### src/rtl/bank_sc_arbiter_if.sv
// Request-side and SC-side signal bundle for the bank SC arbiter.
// The slave modport is the arbiter's view of the bundle. The master modport is the view
// of the requesters and the SC together.
interface bank_sc_arbiter_if #(
  parameter int N_REQ = 4
);
  logic [N_REQ-1:0]   req_valid_i;
  logic [N_REQ-1:0]   req_ready_o;
  logic [N_REQ*3-1:0] req_opcode_i;
  logic [N_REQ*7-1:0] req_set_way_offset_i;
  logic [N_REQ*8-1:0] req_wbuffer_id_i;
  logic [N_REQ*3-1:0] req_rob_num_i;
  logic [N_REQ*2-1:0] req_dirty_offset0_i;
  logic [N_REQ*2-1:0] req_dirty_offset1_i;

  logic               isu_sc_valid_o;
  logic               isu_sc_ready_i;
  logic [1:0]         isu_sc_channel_id_o;
  logic [2:0]         isu_sc_opcode_o;
  logic [6:0]         isu_sc_set_way_offset_o;
  logic [7:0]         isu_sc_wbuffer_id_o;
  logic [2:0]         isu_sc_xbar_rob_num_o;
  logic [1:0]         isu_sc_cacheline_dirty_offset0_o;
  logic [1:0]         isu_sc_cacheline_dirty_offset1_o;

  logic               done_valid_o;
  logic [1:0]         done_channel_id_o;
  logic               busy_o;
  logic               error_o;

  modport slave (
    input  req_valid_i, req_opcode_i, req_set_way_offset_i, req_wbuffer_id_i,
           req_rob_num_i, req_dirty_offset0_i, req_dirty_offset1_i, isu_sc_ready_i,
    output req_ready_o, isu_sc_valid_o, isu_sc_channel_id_o, isu_sc_opcode_o,
           isu_sc_set_way_offset_o, isu_sc_wbuffer_id_o, isu_sc_xbar_rob_num_o,
           isu_sc_cacheline_dirty_offset0_o, isu_sc_cacheline_dirty_offset1_o,
           done_valid_o, done_channel_id_o, busy_o, error_o
  );

  modport master (
    output req_valid_i, req_opcode_i, req_set_way_offset_i, req_wbuffer_id_i,
           req_rob_num_i, req_dirty_offset0_i, req_dirty_offset1_i, isu_sc_ready_i,
    input  req_ready_o, isu_sc_valid_o, isu_sc_channel_id_o, isu_sc_opcode_o,
           isu_sc_set_way_offset_o, isu_sc_wbuffer_id_o, isu_sc_xbar_rob_num_o,
           isu_sc_cacheline_dirty_offset0_o, isu_sc_cacheline_dirty_offset1_o,
           done_valid_o, done_channel_id_o, busy_o, error_o
  );
endinterface

### src/rtl/bank_sc_arbiter.sv
// Four-channel round-robin arbiter that feeds the bank SRAM controller request port.
// It latches the command of the winning channel and holds it until the SC signals done.
// When a new request is waiting at completion, it is granted in the same cycle with no bubble.
// It also provides a completion pulse and a sticky hang-detect error flag.
module bank_sc_arbiter #(
  parameter int N_REQ          = 4,
  parameter int TIMEOUT_CYCLES = 255,
  parameter bit WB_PRIO        = 1'b1
) (
  input logic              clk_i,
  input logic              rst_i,
  bank_sc_arbiter_if.slave bus
);
  localparam logic [7:0] TO_LIM = 8'(TIMEOUT_CYCLES);
  localparam logic [2:0] OP_WB  = 3'd3;

  typedef enum logic {IDLE = 1'b0, BUSY = 1'b1} state_t;

  state_t           state_q, state_d;
  logic [1:0]       last_grant;
  logic [7:0]       tmo_cnt;
  logic             err_flag;

  logic [1:0]       chan_p1;
  logic [2:0]       opcode_p1;
  logic [6:0]       swo_p1;
  logic [7:0]       wbid_p1;
  logic [2:0]       rob_p1;
  logic [1:0]       dirty0_p1;
  logic [1:0]       dirty1_p1;
  logic             vld_p1;

  logic [N_REQ-1:0] wb_req;
  logic [N_REQ-1:0] cand;
  logic [2:0]       pick;
  logic             grant_found;
  logic [1:0]       grant_idx;
  logic             grant_fire;
  logic             done_fire;

  // Search starts at the channel after 'last' and returns {found, index}.
  function automatic logic [2:0] rr_pick(input logic [N_REQ-1:0] mask, input logic [1:0] last);
    logic [1:0] idx;
    rr_pick = 3'b000;
    // Walk from the farthest to the nearest channel so that the nearest valid one wins.
    for (int i = N_REQ; i >= 1; i--) begin
      idx = last + 2'(i);
      if (mask[idx]) rr_pick = {1'b1, idx};
    end
  endfunction

  // Stall counter saturates instead of wrapping so a long hang keeps reading as a hang.
  function automatic logic [7:0] sat_inc8(input logic [7:0] v);
    return (v == 8'hFF) ? v : v + 8'd1;
  endfunction

  // Candidate selection: write-backs preempt round-robin order when any is pending.
  always_comb begin
    wb_req = '0;
    for (int k = 0; k < N_REQ; k++)
      wb_req[k] = bus.req_valid_i[k] && (bus.req_opcode_i[k*3 +: 3] == OP_WB);
    cand        = (WB_PRIO && (wb_req != '0)) ? wb_req : bus.req_valid_i;
    pick        = rr_pick(cand, last_grant);
    grant_found = pick[2];
    grant_idx   = pick[1:0];
  end

  // FSM next state plus grant/done decisions; reset suppresses both pulses.
  always_comb begin
    state_d    = state_q;
    grant_fire = 1'b0;
    done_fire  = 1'b0;
    unique case (state_q)
      IDLE: begin
        if (grant_found) begin
          grant_fire = 1'b1;
          state_d    = BUSY;
        end
      end
      BUSY: begin
        if (bus.isu_sc_ready_i) begin
          done_fire = 1'b1;
          if (grant_found) grant_fire = 1'b1;
          else             state_d    = IDLE;
        end
      end
      default: state_d = IDLE;
    endcase
    if (rst_i) begin
      grant_fire = 1'b0;
      done_fire  = 1'b0;
    end
  end

  // State register.
  always_ff @(posedge clk_i) begin
    if (rst_i) state_q <= IDLE;
    else       state_q <= state_d;
  end

  // p0 -> p1: latch the winner's command, track last grant, stall count and error.
  always_ff @(posedge clk_i) begin
    if (rst_i) begin
      last_grant <= 2'd3;
      tmo_cnt    <= 8'd0;
      err_flag   <= 1'b0;
      chan_p1    <= 2'd0;
      opcode_p1  <= 3'd0;
      swo_p1     <= 7'd0;
      wbid_p1    <= 8'd0;
      rob_p1     <= 3'd0;
      dirty0_p1  <= 2'd0;
      dirty1_p1  <= 2'd0;
    end else begin
      if (grant_fire) begin
        last_grant <= grant_idx;
        tmo_cnt    <= 8'd0;
        chan_p1    <= grant_idx;
        opcode_p1  <= bus.req_opcode_i[int'(grant_idx)*3 +: 3];
        swo_p1     <= bus.req_set_way_offset_i[int'(grant_idx)*7 +: 7];
        wbid_p1    <= bus.req_wbuffer_id_i[int'(grant_idx)*8 +: 8];
        rob_p1     <= bus.req_rob_num_i[int'(grant_idx)*3 +: 3];
        dirty0_p1  <= bus.req_dirty_offset0_i[int'(grant_idx)*2 +: 2];
        dirty1_p1  <= bus.req_dirty_offset1_i[int'(grant_idx)*2 +: 2];
      end else if ((state_q == BUSY) && !bus.isu_sc_ready_i) begin
        tmo_cnt <= sat_inc8(tmo_cnt);
        if (sat_inc8(tmo_cnt) == TO_LIM) err_flag <= 1'b1;
      end
    end
  end

  assign vld_p1 = (state_q == BUSY);

  assign bus.req_ready_o                      = grant_fire ? (N_REQ'(1) << grant_idx) : '0;
  assign bus.isu_sc_valid_o                   = vld_p1;
  assign bus.busy_o                           = vld_p1;
  assign bus.isu_sc_channel_id_o              = chan_p1;
  assign bus.isu_sc_opcode_o                  = opcode_p1;
  assign bus.isu_sc_set_way_offset_o          = swo_p1;
  assign bus.isu_sc_wbuffer_id_o              = wbid_p1;
  assign bus.isu_sc_xbar_rob_num_o            = rob_p1;
  assign bus.isu_sc_cacheline_dirty_offset0_o = dirty0_p1;
  assign bus.isu_sc_cacheline_dirty_offset1_o = dirty1_p1;
  assign bus.done_valid_o                     = done_fire;
  assign bus.done_channel_id_o                = done_fire ? chan_p1 : 2'd0;
  assign bus.error_o                          = err_flag;
endmodule

### src/flat_wrapper.sv
// flat-port wrapper written by rule: the top's interface ports become plain ports
module bank_sc_arbiter_flat 
#(
  parameter int N_REQ          = 4,
  parameter int TIMEOUT_CYCLES = 255,
  parameter bit WB_PRIO        = 1'b1
)
  (clk_i, rst_i, bus_req_valid_i, bus_req_opcode_i, bus_req_set_way_offset_i, bus_req_wbuffer_id_i, bus_req_rob_num_i, bus_req_dirty_offset0_i, bus_req_dirty_offset1_i, bus_isu_sc_ready_i, bus_req_ready_o, bus_isu_sc_valid_o, bus_isu_sc_channel_id_o, bus_isu_sc_opcode_o, bus_isu_sc_set_way_offset_o, bus_isu_sc_wbuffer_id_o, bus_isu_sc_xbar_rob_num_o, bus_isu_sc_cacheline_dirty_offset0_o, bus_isu_sc_cacheline_dirty_offset1_o, bus_done_valid_o, bus_done_channel_id_o, bus_busy_o, bus_error_o);
  bank_sc_arbiter_if #(.N_REQ(N_REQ)) bus_i ();
  input logic clk_i;
  input logic rst_i;
  input wire logic [$bits(bus_i.req_valid_i)-1:0] bus_req_valid_i;
  input wire logic [$bits(bus_i.req_opcode_i)-1:0] bus_req_opcode_i;
  input wire logic [$bits(bus_i.req_set_way_offset_i)-1:0] bus_req_set_way_offset_i;
  input wire logic [$bits(bus_i.req_wbuffer_id_i)-1:0] bus_req_wbuffer_id_i;
  input wire logic [$bits(bus_i.req_rob_num_i)-1:0] bus_req_rob_num_i;
  input wire logic [$bits(bus_i.req_dirty_offset0_i)-1:0] bus_req_dirty_offset0_i;
  input wire logic [$bits(bus_i.req_dirty_offset1_i)-1:0] bus_req_dirty_offset1_i;
  input wire logic [$bits(bus_i.isu_sc_ready_i)-1:0] bus_isu_sc_ready_i;
  output wire logic [$bits(bus_i.req_ready_o)-1:0] bus_req_ready_o;
  output wire logic [$bits(bus_i.isu_sc_valid_o)-1:0] bus_isu_sc_valid_o;
  output wire logic [$bits(bus_i.isu_sc_channel_id_o)-1:0] bus_isu_sc_channel_id_o;
  output wire logic [$bits(bus_i.isu_sc_opcode_o)-1:0] bus_isu_sc_opcode_o;
  output wire logic [$bits(bus_i.isu_sc_set_way_offset_o)-1:0] bus_isu_sc_set_way_offset_o;
  output wire logic [$bits(bus_i.isu_sc_wbuffer_id_o)-1:0] bus_isu_sc_wbuffer_id_o;
  output wire logic [$bits(bus_i.isu_sc_xbar_rob_num_o)-1:0] bus_isu_sc_xbar_rob_num_o;
  output wire logic [$bits(bus_i.isu_sc_cacheline_dirty_offset0_o)-1:0] bus_isu_sc_cacheline_dirty_offset0_o;
  output wire logic [$bits(bus_i.isu_sc_cacheline_dirty_offset1_o)-1:0] bus_isu_sc_cacheline_dirty_offset1_o;
  output wire logic [$bits(bus_i.done_valid_o)-1:0] bus_done_valid_o;
  output wire logic [$bits(bus_i.done_channel_id_o)-1:0] bus_done_channel_id_o;
  output wire logic [$bits(bus_i.busy_o)-1:0] bus_busy_o;
  output wire logic [$bits(bus_i.error_o)-1:0] bus_error_o;
  assign bus_i.req_valid_i = bus_req_valid_i;
  assign bus_i.req_opcode_i = bus_req_opcode_i;
  assign bus_i.req_set_way_offset_i = bus_req_set_way_offset_i;
  assign bus_i.req_wbuffer_id_i = bus_req_wbuffer_id_i;
  assign bus_i.req_rob_num_i = bus_req_rob_num_i;
  assign bus_i.req_dirty_offset0_i = bus_req_dirty_offset0_i;
  assign bus_i.req_dirty_offset1_i = bus_req_dirty_offset1_i;
  assign bus_i.isu_sc_ready_i = bus_isu_sc_ready_i;
  assign bus_req_ready_o = bus_i.req_ready_o;
  assign bus_isu_sc_valid_o = bus_i.isu_sc_valid_o;
  assign bus_isu_sc_channel_id_o = bus_i.isu_sc_channel_id_o;
  assign bus_isu_sc_opcode_o = bus_i.isu_sc_opcode_o;
  assign bus_isu_sc_set_way_offset_o = bus_i.isu_sc_set_way_offset_o;
  assign bus_isu_sc_wbuffer_id_o = bus_i.isu_sc_wbuffer_id_o;
  assign bus_isu_sc_xbar_rob_num_o = bus_i.isu_sc_xbar_rob_num_o;
  assign bus_isu_sc_cacheline_dirty_offset0_o = bus_i.isu_sc_cacheline_dirty_offset0_o;
  assign bus_isu_sc_cacheline_dirty_offset1_o = bus_i.isu_sc_cacheline_dirty_offset1_o;
  assign bus_done_valid_o = bus_i.done_valid_o;
  assign bus_done_channel_id_o = bus_i.done_channel_id_o;
  assign bus_busy_o = bus_i.busy_o;
  assign bus_error_o = bus_i.error_o;
  bank_sc_arbiter #(.N_REQ(N_REQ), .TIMEOUT_CYCLES(TIMEOUT_CYCLES), .WB_PRIO(WB_PRIO)) u_core (.clk_i(clk_i), .rst_i(rst_i), .bus(bus_i));
endmodule
### config.mk
export PLATFORM = sky130hd
export DESIGN_NAME = bank_sc_arbiter_flat
export DESIGN_NICKNAME = d
export VERILOG_FILES = /design/src/rtl/bank_sc_arbiter_if.sv /design/src/rtl/bank_sc_arbiter.sv /design/src/flat_wrapper.sv
export SDC_FILE = /design/constraint.sdc
export NUM_CORES = 1
export LEC_CHECK = 0
export BUFFER_PORTS_ARGS = -buffer_cell sky130_fd_sc_hd__buf_2
export CELL_PAD_IN_SITES_DETAIL_PLACEMENT = 0
export CELL_PAD_IN_SITES_GLOBAL_PLACEMENT = 1
export CORE_MARGIN = 5
export CORE_UTILIZATION = 32
export CTS_CLUSTER_DIAMETER = 120
export DETAILED_ROUTE_END_ITERATION = 8
export GPL_TIMING_DRIVEN = 0
export HOLD_SLACK_MARGIN = 0.08
export PLACE_DENSITY_LB_ADDON = 0.3
export SLEW_MARGIN = 20
export SYNTH_ARGS = -nofsm -noshare
export SYNTH_HDL_FRONTEND = slang
export SYNTH_SLANG_ARGS = --single-unit
### constraint.sdc
create_clock -name clk_i -period 2.7 [get_ports clk_i]
set_input_delay 0.135 -clock clk_i [delete_from_list [all_inputs] [get_ports clk_i]]
set_output_delay 0.135 -clock clk_i [all_outputs]
set_load 0.02 [all_outputs]
==> impl_metrics.toml, run 1 <==
[yosys]
synth_nets = 384
synthArstFlopShare = 0
synth_area_per_cell_um2 = 9.39
synth_ff_type = "dfxtp_1"
yosysSeqAreaShare = 0.301
yosysWarnings = 0
synth_area_um2 = 2590
synth_edf_count = 0
synth_seq_cells = 39
synthCells = 276
synth_cell_types = 50

[route]
drc = 0
ant_nets = 0
dr.pass1.iters = 4
drtIter0Drc = 81
wl_mm = 8.69
wire_per_inst_um = 16.4
vias_per_cell = 5.18
num_vias = 2739

[cts]
cts-hold-fix-buffers = 0
h-tree-depth = 2
clkSinkCount = 39
cts_resized = 0
cts_setup_buffers = 0
clock_path_buffers = 2
cts_tree = "done"
clk_pin_slew_ns = 0.08
clock_latency_ns = 0.29
cts_made_buffers = 5
cts-root-buf = "clkbuf_8"

[setup_path]
crit_family = "simple AND/OR/NAND/NOR gates"
critPathArrivalTime_ns = 2.40
end_kind = "output pin"
crit_type = "reg -> out"
cp_slowest_stage_delay_ns = 0.37
path_cells = "nor2b_1 > or2_2 > clkbuf_1 > or3_1 > buf_4 > buf_4 > nor3_1 > buf_2"
cpMostUsedCell = "buf_4"
worstPathMaxFanout = 10
critical_path_buf_inv_count = 4
crit_required_ns = 2.57
critPathLaunchType = "flop"
crit_path_top_delay_cell = "dfxtp_1"

[timing]
clock-skew-final_ns = 0.00561
setup-violations-final = 0
max_slew_margin = 0.596
setup_tns_ns = 0
worst_slew_pin_slew_ns = 0.603
finalCritPeriodShare = 0.938
finalHoldViolCount = 0
timing.fmax_mhz = 395
drv_slew = 0
whs_ns = 0.147
period_minus_slack_ns = 2.53
rsz0062_at_grt = "no"

[floorplanning]
start_util = 0.332
fp.dieW_um = 100
rows = 32
chipHeight_um = 100
io_pins = 144
core_um2 = 7810
die_area_um2 = 10000

[run]
cap_violations = 0

[power]
p_sw_frac = 0.352
p_seq_frac = 0.350
pwr-share-clk = 0.261
power.density_nw_per_um2 = 561
switchingPower_uw = 702
pwr-share-comb = 0.389
vdd_drop_max_mv = 0.277
leakagePower_uw = 0.00169
power.internal_uw = 1290

[layout]
drive_gt1_frac = 0.438
mostFrequentLayoutCells = "buf_2, mux2i_1, nand2_1, dfxtp_1, nor2_1"
antenna_cells = 0
mostFrequentLayoutCell = "buf_2"
synthToLayoutAreaGrowth_pct = 37.1
nNetsFinal = 534

[global_routing]
gr-total-overflow = 0
grt_max_degree = 13
grt_pass1_vias = 2688
grt_first_pass_wirelength_mm = 13.9
antenna_found_initial = 0
grt_usage = 0.172

[placed_design]
place_congestion = 0.896
hpwl_mm = 7.10
port_buffers = 143

[status]
outcome = "completed"

[worst_hold_path]
hold_path_class = "in -> reg"
-- synthesized netlist by cell type (4+ instances only) --
cell type,count,area [um^2]
a21oi_1,11,55.1
o221ai_1,13,114
buf_4,4,30.0
buf_6,6,67.6
xor2_1,4,35.0
a41oi_1,4,35.0
o221ai_2,10,150
o21ai_0,4,20.0
dfxtp_1,39,781
nand3_1,4,20.0
nand2_1,39,146
and4b_1,5,50.1
nor2_1,21,78.8
nor3_1,8,40.0
clkbuf_1,5,18.8
mux2i_1,50,500
-- metal layers --
metal  share of wire  global-route usage  vias up
met3           0.091              0.0459       10
met5               0                   0        -
met4           0.018              0.0477        0
met1            0.42               0.218     1267
met2            0.47               0.287      109
li1                -                   -     1353
-- final timing paths --
path              slack, ns                                  start  cells after the start                                     to
setup reg to reg       0.48                   u_core.last_grant[0]                      8  u_core.bus.isu_sc_set_way_offset_o[4]
setup / recovery       0.17                      u_core.bus.busy_o                      8                     bus_req_ready_o[0]
hold reg to reg        0.46  u_core.bus.isu_sc_set_way_offset_o[3]                      2  u_core.bus.isu_sc_set_way_offset_o[3]
hold / removal         0.15                bus_req_wbuffer_id_i[2]                      3      u_core.bus.isu_sc_wbuffer_id_o[2]
-- sequential cells by signal (all words and copies together) (netlist names), 3 cells and up --
| signal | cells |
|---|---|
| u_core.bus.isu_sc_wbuffer_id_o | 8 |
| u_core.tmo_cnt | 8 |
| u_core.bus.isu_sc_set_way_offset_o | 7 |
| u_core.bus.isu_sc_xbar_rob_num_o | 3 |
| u_core.bus.isu_sc_opcode_o | 3 |
-- power by group through the flow --
stage / logic (uW) / clock network, uW / registers [uW]
after floorplan: 434 / 0 / 794
after global placement: 777 / 0 / 707
after detailed placement: 786 / 0 / 711
after CTS: 786 / 532 / 697
after global routing: 846 / 556 / 709
final: 775 / 519 / 698
-- cells by family after synthesis --
| logic type | count (synthesis) | synth area share |
|---|---|---|
| and+or+nand+nor | 102 | 0.214 |
| AOI/OAI and AO/OA | 61 | 0.220 |
| muxes | 50 | 0.193 |
| xor gates and xnor gates | 5 | 0.0169 |
| adders and majority gates | 1 | 0.00483 |
| DFF | 39 | 0.301 |
| buffers and inverters | 18 | 0.0502 |
-- cell type report --
| type | instances | area, um^2 |
|---|---|---|
| multi-input combinational | 219 | 1680 |
| timing repair buffer | 143 | 716 |
| sequential | 39 | 781 |
| tap | 102 | 128 |
| clock inverter | 2 | 35.0 |
| clock buffer | 6 | 82.6 |
| inverter | 1 | 3.75 |
| buffer | 17 | 126 |
| fill | 789 | 4250 |
-- per-stage QoR --
stage / total power [uW] / cells / instance area [um^2] / worst slack (ns) / utilization
3_3_place_gp: 1480 / 521 / 3440 / 0.227 / 0.440
2_1_floorplan: 1230 / 276 / 2590 / 0.447 / -
6_report: 1990 / 529 / 3550 / 0.168 / 0.455
5_1_grt: 2110 / 529 / 3550 / 0.0380 / 0.455
4_1_cts: 2020 / 529 / 3550 / 0.147 / 0.455
3_5_place_dp: 1500 / 521 / 3440 / 0.183 / 0.440
-- worst register-to-register path: cells and delay by family, from the launching register on --
family	cells	cell delay [ns]
muxes	1	0.26
buffers and inverters	1	0.19
and+or+nand+nor	3	0.42
AOI/OAI and AO/OA	3	0.85
DFF	1	0.39
Note: power is estimated with default switching activity, not from simulation.
==> run 2, diff against run 1 <==
--- a/config.mk
+++ b/config.mk
@@ -14,7 +14,7 @@
 export DETAILED_ROUTE_END_ITERATION = 8
 export GPL_TIMING_DRIVEN = 0
 export HOLD_SLACK_MARGIN = 0.08
-export PLACE_DENSITY_LB_ADDON = 0.3
+export PLACE_DENSITY_LB_ADDON = 0.1
 export SLEW_MARGIN = 20
 export SYNTH_ARGS = -nofsm -noshare
 export SYNTH_HDL_FRONTEND = slang
==> impl_metrics.toml, run 2 (synthesis gave the netlist of run 1 again) <==
[setup_path]
critical_path_buf_inv_count = 3
critPathLaunchType = "input pin"
rr_worst_depth = 8
cp_slowest_stage_delay_ns = 0.49
path_cells = "buf_2 > nand4b_1 > a41oi_1 > a211oi_2 > nor4_4 > nand2_2 > buf_2 > nor3_1 > buf_2"
cpMostUsedCell = "buf_2"
worstReg2RegStart = "u_core.last_grant[0]"
crit_required_ns = 2.57
r2r_slack_ns = 0.54
worstReg2RegEnd = "u_core.bus.isu_sc_set_way_offset_o[4]"
worstPathMaxFanout = 10
end_kind = "output pin"
crit_type = "in -> out"
crit_family = "simple AND/OR/NAND/NOR gates"
critPathArrivalTime_ns = 2.33
crit_path_top_delay_cell = "nor4_4"

[cts]
cts_setup_buffers = 0
clock_latency_ns = 0.28
cts_resized = 0
h-tree-depth = 2
cts_made_buffers = 5
cts_tree = "done"
clock_path_buffers = 2
clkSinkCount = 39
clk_pin_slew_ns = 0.08
cts-root-buf = "clkbuf_8"
cts-hold-fix-buffers = 0

[layout]
synthToLayoutAreaGrowth_pct = 35.7
nNetsFinal = 534
mostFrequentLayoutCell = "buf_2"
utilization = 0.450
mostFrequentLayoutCells = "buf_2, mux2i_1, nand2_1, dfxtp_1, nor2_1"
antenna_cells = 0
drive_gt1_frac = 0.433

[route]
drc = 0
ant_nets = 0
vias_per_cell = 5.08
num_vias = 2685
wl_mm = 8.58
dr.pass1.iters = 4
drtIter0Drc = 61
wire_per_inst_um = 16.2

[placed_design]
hpwl_mm = 6.95
port_buffers = 143
place_congestion = 0.822

[floorplanning]
start_util = 0.332
die_area_um2 = 10000
chipHeight_um = 100
fp.dieW_um = 100
io_pins = 144
rows = 32
core_um2 = 7810

[timing]
finalCritPeriodShare = 0.913
rsz0062_at_grt = "no"
drv_slew = 0
finalHoldViolCount = 0
period_minus_slack_ns = 2.46
clock-skew-final_ns = 0.00330
setup_tns_ns = 0
worst_slew_pin_slew_ns = 0.600
timing.fmax_mhz = 406
max_slew_margin = 0.599
setup-violations-final = 0

[worst_hold_path]
min_to = "u_core.bus.isu_sc_cacheline_dirty_offset0_o[0]"
whs_path_depth = 3
hold_path_class = "in -> reg"
hold_start = "bus_req_dirty_offset0_i[2]"

[power]
power.density_nw_per_um2 = 525
vdd_drop_max_mv = 0.210
finalPower_uw = 1850
leakagePower_uw = 0.00167

[global_routing]
antenna_found_initial = 0
grt_usage = 0.166
gr-total-overflow = 0
grt_pass1_vias = 2578
grt_max_degree = 12
grt_first_pass_wirelength_mm = 13.4

[status]
outcome = "completed"

[run]
cap_violations = 0
[run 2: per-layer routing]
metal	wire length [um]	track usage
met5	0	0
met4	80	0.0404
met2	4140	0.289
met1	3620	0.204
met3	741	0.0445
[run 2: area by class of cell]
| cell class | count | area (um^2) |
|---|---|---|
| Sequential cell | 39 | 781 |
| Multi-Input combinational cell | 219 | 1680 |
| Timing Repair Buffer | 143 | 716 |
| Clock inverter | 1 | 5.00 |
| Clock buffer | 7 | 76.3 |
| Buffer | 17 | 126 |
| Tap cell | 102 | 128 |
| Inverter | 1 | 3.75 |
| Fill cell | 812 | 4290 |
[run 2: how the worst max path moves through the flow]
stage / slack [ns] / end / startpoint / cells after the start
6_report: 0.24 / bus_req_ready_o[2] / bus_req_opcode_i[8] / 9
5_1_grt: 0.07 / bus_req_ready_o[2] / bus_req_opcode_i[7] / 9
4_1_cts: 0.22 / bus_req_ready_o[0] / u_core.bus.busy_o / 8
3_5_place_dp: 0.23 / bus_req_ready_o[2] / bus_req_opcode_i[7] / 9
3_3_place_gp: 0.25 / bus_req_ready_o[2] / bus_req_opcode_i[7] / 9
2_1_floorplan: 0.45 / bus_req_ready_o[0] / u_core.bus.busy_o / 7
[run 2: power breakdown]
part           switching, uW  total [uW]  internal (uW)  leakage (uW)
Clock                    195         376            181     0.0000422
Combinational            435         774            339       0.00131
Sequential              46.3         698            652      0.000321
[run 2: worst min-delay path, delay by kind of cell]
| family | cells | cell delay, ns |
|---|---|---|
| mux | 1 | 0.05 |
| compound gates | 1 | 0.14 |
| buf+inv | 1 | 0.08 |
[run 2: metrics by stage]
stage                     worst slack, ns  area, um^2  std cells  hold slack [ns]
after global routing               0.0682        3520        529            0.167
after global placement              0.246        3440        521            0.439
final                               0.236        3520        529            0.160
after floorplan                     0.447        2590        276            0.325
after detailed placement            0.234        3440        521            0.443
after CTS                           0.215        3520        529            0.151
==> run 3, diff against run 2 <==
--- a/config.mk
+++ b/config.mk
@@ -9,7 +9,7 @@
 export CELL_PAD_IN_SITES_DETAIL_PLACEMENT = 0
 export CELL_PAD_IN_SITES_GLOBAL_PLACEMENT = 1
 export CORE_MARGIN = 5
-export CORE_UTILIZATION = 32
+export CORE_UTILIZATION = 29
 export CTS_CLUSTER_DIAMETER = 120
 export DETAILED_ROUTE_END_ITERATION = 8
 export GPL_TIMING_DRIVEN = 0
==> constraint.sdc (replaced) <==
create_clock -name clk_i -period 2 [get_ports clk_i]
set_input_delay 0.1 -clock clk_i [delete_from_list [all_inputs] [get_ports clk_i]]
set_output_delay 0.1 -clock clk_i [all_outputs]
set_load 0.02 [all_outputs]
==> impl_metrics.toml, run 3 (synthesis gave the netlist of run 1 again) <==
[power]
leakagePower_uw = 0.00194
pwr-share-comb = 0.515
vdd_drop_max_mv = 0.288
power.density_nw_per_um2 = 689
pwr-share-clk = 0.175
power.internal_uw = 1940
switchingPower_uw = 1090
finalPower_uw = 3030
p_seq_frac = 0.311
p_sw_frac = 0.359

[global_routing]
met2_usage = 0.279
busiest_layer = "met2"
grt_max_degree = 13
antenna_found_initial = 0
gr-total-overflow = 0
grt_first_pass_wirelength_mm = 14.8
grt_pass1_vias = 2853
met3_usage = 0.0438
grt_util_met1 = 0.212
grt_usage = 0.165

[setup_path]
critPathLaunchType = "input pin"
worstPathMaxFanout = 5
crit_path_top_delay_cell = "and4b_2"
critPathArrivalTime_ns = 1.94
cp_slowest_stage_delay_ns = 0.37
critical_path_buf_inv_count = 4
crit_required_ns = 1.90
crit_family = "simple AND/OR/NAND/NOR gates"
crit_type = "in -> out"
end_kind = "output pin"
path_cells = "buf_2 > and4b_2 > o41ai_4 > a211oi_4 > nor4_4 > or3_1 > buf_6 > buf_8 > nor3_2 > buf_4"

[timing]
setup-violations-final = 2
period_minus_slack_ns = 2.04
worst_slack_ns = -0.0368
clock-skew-final_ns = 0.00685
setup_tns_ns = -0.0634
finalHoldViolCount = 0
rsz0062_at_grt = "yes"
max_slew_margin = 0.626
timing.fmax_mhz = 491
drv_slew = 0
finalCritPeriodShare = 1.02
worst_slew_pin_slew_ns = 0.555
whs_ns = 0.102

[cts]
clk_pin_slew_ns = 0.08
clock_path_buffers = 2
cts_tree = "done"
h-tree-depth = 2
cts_made_buffers = 5
clkSinkCount = 39
cts-root-buf = "clkbuf_8"
clock_latency_ns = 0.29

[route]
vias_per_cell = 4.99
drtIter0Drc = 81
wire_per_inst_um = 17.0
dr.pass1.iters = 4
ant_nets = 0
wl_mm = 9.68
drc = 0
num_vias = 2837

[floorplanning]
io_pins = 144
rows = 34
chipHeight_um = 105
start_util = 0.297
core_um2 = 8720
die_area_um2 = 10900
fp.dieW_um = 105

[layout]
fillers = 810
mostFrequentLayoutCells = "buf_2, nand2_1, dfxtp_1"
nNetsFinal = 567
multiInputGateArea_um2 = 2040
regArea_um2 = 790
synthToLayoutAreaGrowth_pct = 69.4
antenna_cells = 0
drive_gt1_frac = 0.570
fin_area_um2 = 4390
mostFrequentLayoutCell = "buf_2"

[placed_design]
place_congestion = 0.799
placed_cell_area_um2 = 3460
port_buffers = 143
hpwl_mm = 7.06

[status]
outcome = "finished, violations left"
violations = "negative setup slack"

[run]
cap_violations = 0

[worst_hold_path]
hold_path_class = "in -> reg"
run 3: cell types whose count changed in the layout (fill, tap and decap cells not counted), moves of 4 or more:
cell / change
buf_8: +4
buf_12: +6
mux2i_4: +16
nor3_1: -4
nor2_1: -4
buf_2: -13
nor3_2: +4
buf_4: +27
mux2i_2: +4
mux2i_1: -20
run 3: power groups by stage:
stage               clock network [uW]  registers (uW)  logic [uW]
CTS                                559             941        1390
detailed placement                   0             959        1070
global placement                     0             956        1060
finish                             529             940        1560
floorplan                            0            1070         591
global route                       592             954        1650
run 3: area by class of cell:
type | count | share of cell area
Tap cell | 108 | 0.0308
Timing Repair Buffer | 178 | 0.262
Clock inverter | 2 | 0.00285
Inverter | 1 | 0.000854
Multi-Input combinational cell | 219 | 0.465
Sequential cell | 39 | 0.180
Buffer | 15 | 0.0427
Clock buffer | 6 | 0.0165
run 3: routing by layer:
layer,routed length (um),vias to the layer above
met5,0,-
met4,70,0
met3,625,6
met2,4870,92
met1,4120,1321
li1,-,1418
run 3: repair_timing:
| item | 4_1_cts | 5_1_grt |
|---|---|---|
| endpoints found under the setup margin | 30 | 34 |
| hold buffers | 0 | 1 |
| setup buffers | 19 | 13 |
| hold endpoints to repair | 0 | 1 |
| pin swaps | 20 | 24 |
| gates resized for setup | 57 | 54 |
| gates cloned | 2 | 3 |
run 3: worst paths after layout:
| path | from | end | slack, ns | cells after the start |
|---|---|---|---|---|
| worst max-delay path | bus_req_opcode_i[5] | bus_req_ready_o[0] | -0.04 | 10 |
| worst min-delay path | bus_req_wbuffer_id_i[14] | u_core.bus.isu_sc_wbuffer_id_o[6] | 0.10 | 3 |
| worst max register to register | u_core.last_grant[0] | u_core.bus.isu_sc_set_way_offset_o[6] | 0.03 | 9 |
| worst min register to register | u_core.bus.isu_sc_wbuffer_id_o[2] | u_core.bus.isu_sc_wbuffer_id_o[2] | 0.46 | 2 |
run 3: per-stage QoR:
step                      setup WS, ns   util  std cells
after global routing            -0.118  0.504        568
after global placement          -0.393  0.396        527
after CTS                      -0.0785  0.456        553
after floorplan                -0.0432      -        276
final                          -0.0368  0.504        568
after detailed placement        -0.425  0.396        527
run 3: worst reg2reg max path, cell delays in order, from the launching register on:
cell and delay (ns):
dfxtp_4 0.37, nand2b_4 0.14, o32ai_4 0.24, nor3_2 0.08, a211oi_4 0.29, nor2_8 0.09
buf_12 0.16, buf_12 0.15, mux2i_4 0.20, a211oi_2 0.18
